===== config.mk =====
export PLATFORM = sky130hd
export DESIGN_NAME = aead_word_loader
export DESIGN_NICKNAME = d
export VERILOG_FILES = /design/src/rtl/aead_pkg.sv /design/src/rtl/aead_word_loader.sv
export SDC_FILE = /design/constraint.sdc
export NUM_CORES = 2
export LEC_CHECK = 0
export ABC_AREA = 1
export CORE_AREA = 2 2 289 291
export DETAILED_ROUTE_END_ITERATION = 10
export DIE_AREA = 0 0 291 293
export SETUP_SLACK_MARGIN = 0.02
export SKIP_LAST_GASP = 1
export SYNTH_ARGS = -nofsm -noshare
export SYNTH_HDL_FRONTEND = slang
export SYNTH_SLANG_ARGS = --single-unit

===== constraint.sdc =====
create_clock -name clk -period 35.2 [get_ports clk]
set_input_delay 5.28 -clock clk [delete_from_list [all_inputs] [get_ports clk]]
set_output_delay 5.28 -clock clk [all_outputs]
set_load 0.1 [all_outputs]

===== src/rtl/aead_pkg.sv =====
// Shared widths, frame slice offsets and state encoding for the AEAD operand loader.
package aead_pkg;

    localparam int KEY_W   = 192;
    localparam int BLK_W   = 128;
    localparam int FRAME_W = KEY_W + 4 * BLK_W;

    // Fields are shifted in MS-first in the order K, S, NONCE, A, P, so K ends up on top.
    localparam int P_LSB     = 0;
    localparam int A_LSB     = P_LSB + BLK_W;
    localparam int NONCE_LSB = A_LSB + BLK_W;
    localparam int S_LSB     = NONCE_LSB + BLK_W;
    localparam int K_LSB     = S_LSB + BLK_W;

    typedef enum logic {
        LOAD = 1'b0,
        RUN  = 1'b1
    } loader_state_t;

endpackage


===== src/rtl/aead_word_loader.sv =====
// Assembles a WORD_W-bit word stream into the K/S/NONCE/A/P operands of the Encrypt core.
// Optional macro LOADER_ZEROIZE_EN clears the frame register when the core reports done.
module aead_word_loader
    import aead_pkg::*;
#(
    parameter int WORD_W = 32
) (
    input  logic              clk,
    input  logic              rst,
    input  logic              in_valid,
    input  logic [WORD_W-1:0] in_data,
    output logic              in_ready,
    output logic              start,
    input  logic              enc_done,
    output logic              busy,
    output logic [KEY_W-1:0]  K,
    output logic [BLK_W-1:0]  S,
    output logic [BLK_W-1:0]  NONCE,
    output logic [BLK_W-1:0]  A,
    output logic [BLK_W-1:0]  P
);

    localparam int WORDS = FRAME_W / WORD_W;
    localparam int CNT_W = $clog2(WORDS);

    loader_state_t      state_reg, state_next;
    logic [CNT_W-1:0]   count_reg, count_next;
    logic [FRAME_W-1:0] frame_reg, frame_next;
    logic               first_run_reg, first_run_next;

    always_ff @(posedge clk or posedge rst) begin
        if (rst) begin
            state_reg     <= LOAD;
            count_reg     <= '0;
            frame_reg     <= '0;
            first_run_reg <= 1'b0;
        end else begin
            state_reg     <= state_next;
            count_reg     <= count_next;
            frame_reg     <= frame_next;
            first_run_reg <= first_run_next;
        end
    end

    always_comb begin
        state_next     = state_reg;
        count_next     = count_reg;
        frame_next     = frame_reg;
        first_run_next = 1'b0;
        case (state_reg)
            LOAD: begin
                if (in_valid) begin
                    frame_next = {frame_reg[FRAME_W-WORD_W-1:0], in_data};
                    if (count_reg == CNT_W'(WORDS - 1)) begin
                        count_next     = '0;
                        state_next     = RUN;
                        first_run_next = 1'b1;
                    end else begin
                        count_next = count_reg + CNT_W'(1);
                    end
                end
            end
            RUN: begin
                // A done still asserted from the previous frame is ignored on the first RUN cycle.
                if (enc_done && !first_run_reg) begin
                    state_next = LOAD;
`ifdef LOADER_ZEROIZE_EN
                    frame_next = '0;
`endif
                end
            end
            default: state_next = LOAD;
        endcase
    end

    assign in_ready = (state_reg == LOAD);
    assign start    = (state_reg == RUN);
    assign busy     = (state_reg == RUN);

    assign K     = frame_reg[K_LSB     +: KEY_W];
    assign S     = frame_reg[S_LSB     +: BLK_W];
    assign NONCE = frame_reg[NONCE_LSB +: BLK_W];
    assign A     = frame_reg[A_LSB     +: BLK_W];
    assign P     = frame_reg[P_LSB     +: BLK_W];

endmodule


==> results.md <==
* Type of origin of the critical path: input port
* Synth top area share at 67.3%
* Worst slew pin tran at 1.30 ns
* # rows at 105
* CP max stage delay at 0.91 ns
* YS warnings at 0
* Grt met3 use at 8.73%
* # DRC at 1
* Critical Path Sink Type: register
* Delay-heaviest family, CP: buffers and inverters
* CP dominant cell by count: buf_4
* Slew margin rel. at 13.2%
* DR pass1 iterations at 11
* CTS tree: done
* Met1 usage at 23.9%
* Vias per cell at 4.48
* Clock skew at 0.0253 ns
* Total track usage at 19.7%
* Vias at 20200
* Vias in the first global route at 19600
* Hpwl dp at 61.3 mm
* Filler cells at 7815
* Critical Path AT at 9.28 ns
* Outcome: complete, but fails checks
* Clock Path Buffers at 3
* Cell Area, Placed at 0.0344 mm^2
* Total CTS buffers at 79
* Violated checks: DRC
* Sink Count at 711
* Final Hold Viols at 0
* Post-synthesis register bit count at 711
* Layout Nets at 3404
* RSZ-0062 raised after global routing: false
* Post-cts resize count at 0
* Hold Buf Count CTS at 0
* Post-route setup TNS at 0 ns
* Initial Util at 32.3%
* Setup Fix Bufs, Post-CTS at 0
* Register area share after synthesis at 67.3%
* Worst-Skew Late Latency at 0.62 ns
* Largest net degree at the start of global routing at 319
* Distinct cell type count after synthesis at 17
* Core area at 0.0818 mm^2
* Die Y-Extent at 293 um
* Syn Nets at 2719
* Root Buffer: clkbuf_16
* Mapped cell area at 0.0264 mm^2
* Mean cell area of the mapped netlist at 9.86 um^2
* Syn Inst Count at 2681
* Fin. max-slew vios at 0
* Initial antenna violation count at 4
* Synth area leaders: dfrtp_1 (67%), o21ai_0 (11%), nand2_1 (11%)
* Routed len/inst at 19.0 um
* Post-route ant nets at 0
* Total of max-cap violations at 0
* First-pass GRT wire length at 127 mm
* Final GP Congestion at 0.840
* Cell taking the most area after synthesis: dfrtp_1
* P&R area growth vs syn at 40.1%
* Max Clock Freq at 114 MHz
* Htree depth at 3
* Clock Pin Slew Worst Setup and Hold Paths at 0.06 ns
* IO Pins at 743
* Worst min path class: reg2reg
* Max reg flops at 704
* Busiest grt layer: met2
* Global route overflow at 0
* Tcrit/Tclk final at 24.9%
* Iteration-0 DRC Markers at 1423
* Fin area at 0.0371 mm^2
* # setup viols final at 0
* Worst Path Required at 35.71 ns
* Share of post-route cells with drive strength above 1 at 4.29%
* Routed WL at 85.3 mm
* DIE WIDTH at 291 um
* CP max stage cell: buf_4
* CP bufs+invs at 5
* Port buffer count at 742
* Met2 Use GR at 30.8%
* Area of the die at 0.0853 mm^2
* Cells along the critical path: clkdlybuf4s50_1 > nand2_8 > inv_16 > buf_4 > buf_4 > nand3_2 > inv_1 > nor2_1
* Critical path class: in2reg
* Max FO, Critical Path at 318
* Min cycle time layout at 8.77 ns
## path summary, 6_finish.rpt
check	startpoint	endpoint	slack, ns	cells past startpoint
max in group asynchronous	rst	frame_reg[360]	26.88	5
min	frame_reg[681]	frame_reg[681]	0.48	2
min reg2reg	frame_reg[681]	frame_reg[681]	0.48	2
max	in_valid	count_reg[2]	26.43	8
min in group asynchronous	rst	frame_reg[195]	5.23	2
max reg2reg	busy	count_reg[2]	31.12	8
## cells by family (layout without fill, tap and decap cells)
logic type,Yosys count,count (layout),synth area share (%)
and+or+nand+nor,787,787,11.2
DFF,711,711,67.3
AOI/OAI and AO/OA,677,677,12.8
buffers and inverters,503,1248,8.54
adders and majority gates,2,2,0.0946
xor gates and xnor gates,1,1,0.0331
other,0,4,0
## cells in the final DEF, fill, tap and decap left out
| cell type | synthesis | final |
|---|---|---|
| inv_1 | 344 | 343 |
| o21ai_0 | 584 | 584 |
| clkinv_8 | 0 | 1 |
| clkinv_2 | 0 | 9 |
| nand2_8 | 0 | 1 |
| nand2_1 | 773 | 773 |
| o21ai_1 | 93 | 93 |
| clkinvlp_4 | 0 | 3 |
| nand3_2 | 1 | 1 |
| diode_2 | 0 | 4 |
| clkbuf_1 | 66 | 20 |
| clkinv_4 | 0 | 1 |
| nor2_1 | 9 | 9 |
| buf_4 | 37 | 21 |
| inv_16 | 0 | 2 |
| inv_8 | 0 | 1 |
| clkbuf_8 | 0 | 20 |
| xor2_1 | 1 | 1 |
| nand3_1 | 3 | 3 |
| bufinv_16 | 0 | 2 |
| clkinv_16 | 0 | 3 |
| dfrtp_1 | 711 | 711 |
| ha_1 | 2 | 2 |
| inv_2 | 1 | 1 |
| clkbuf_16 | 0 | 80 |
| clkdlybuf4s50_1 | 0 | 740 |
| inv_6 | 0 | 1 |
## cells in the mapped netlist
library cell / n
nand3_2: 1
inv_4: 1
dfrtp_1: 711
o21ai_1: 93
clkbuf_1: 66
buf_4: 37
inv_1: 344
nand2_4: 1
nand3_1: 3
o21ai_0: 584
xor2_1: 1
nand2_1: 773
buf_6: 26
inv_2: 1
ha_1: 2
nor2_1: 9
buf_2: 28
## area by class of cell
class / count / area (um^2) / share of cell area, %
antenna: 4 / 10.0 / 0.0270
clock inverter: 21 / 272 / 0.733
multi-input combinational: 1467 / 6400 / 17.3
clock buffer: 120 / 2350 / 6.35
tap: 1070 / 1340 / 3.61
sequential: 711 / 17800 / 48.0
timing repair buffer: 761 / 7560 / 20.4
inverter: 346 / 1320 / 3.57
## tightest hold or removal path, stage by stage (launching register included)
cell and delay, ns:
dfrtp_1 0.34, nand2_1 0.05, nand2_1 0.05
## per-stage QoR
| step | setup slack, ns | hold slack, ns | instances | utilization, % |
|---|---|---|---|---|
| 2_1_floorplan | 9.98 | 0.453 | 2681 | - |
| 3_3_place_gp | 25.93 | 0.463 | 4355 | 42.1 |
| 3_5_place_dp | 25.89 | 0.465 | 4355 | 42.1 |
| 4_1_cts | 26.54 | 0.480 | 4496 | 45.3 |
| 5_1_grt | 26.12 | 0.488 | 4497 | 45.3 |
| 6_report | 26.43 | 0.476 | 4500 | 45.3 |
## metal layers
metal	vias to the layer above	part of all wire, %	wire (um)
li1	9785	-	-
met4	0	3.5	2960
met3	119	10	8890
met2	708	46	38900
met5	-	0	0
met1	9547	40	34600
Power is not shown: default switching activity piles up to over one toggle a cycle in this logic, so the estimate is an artifact.
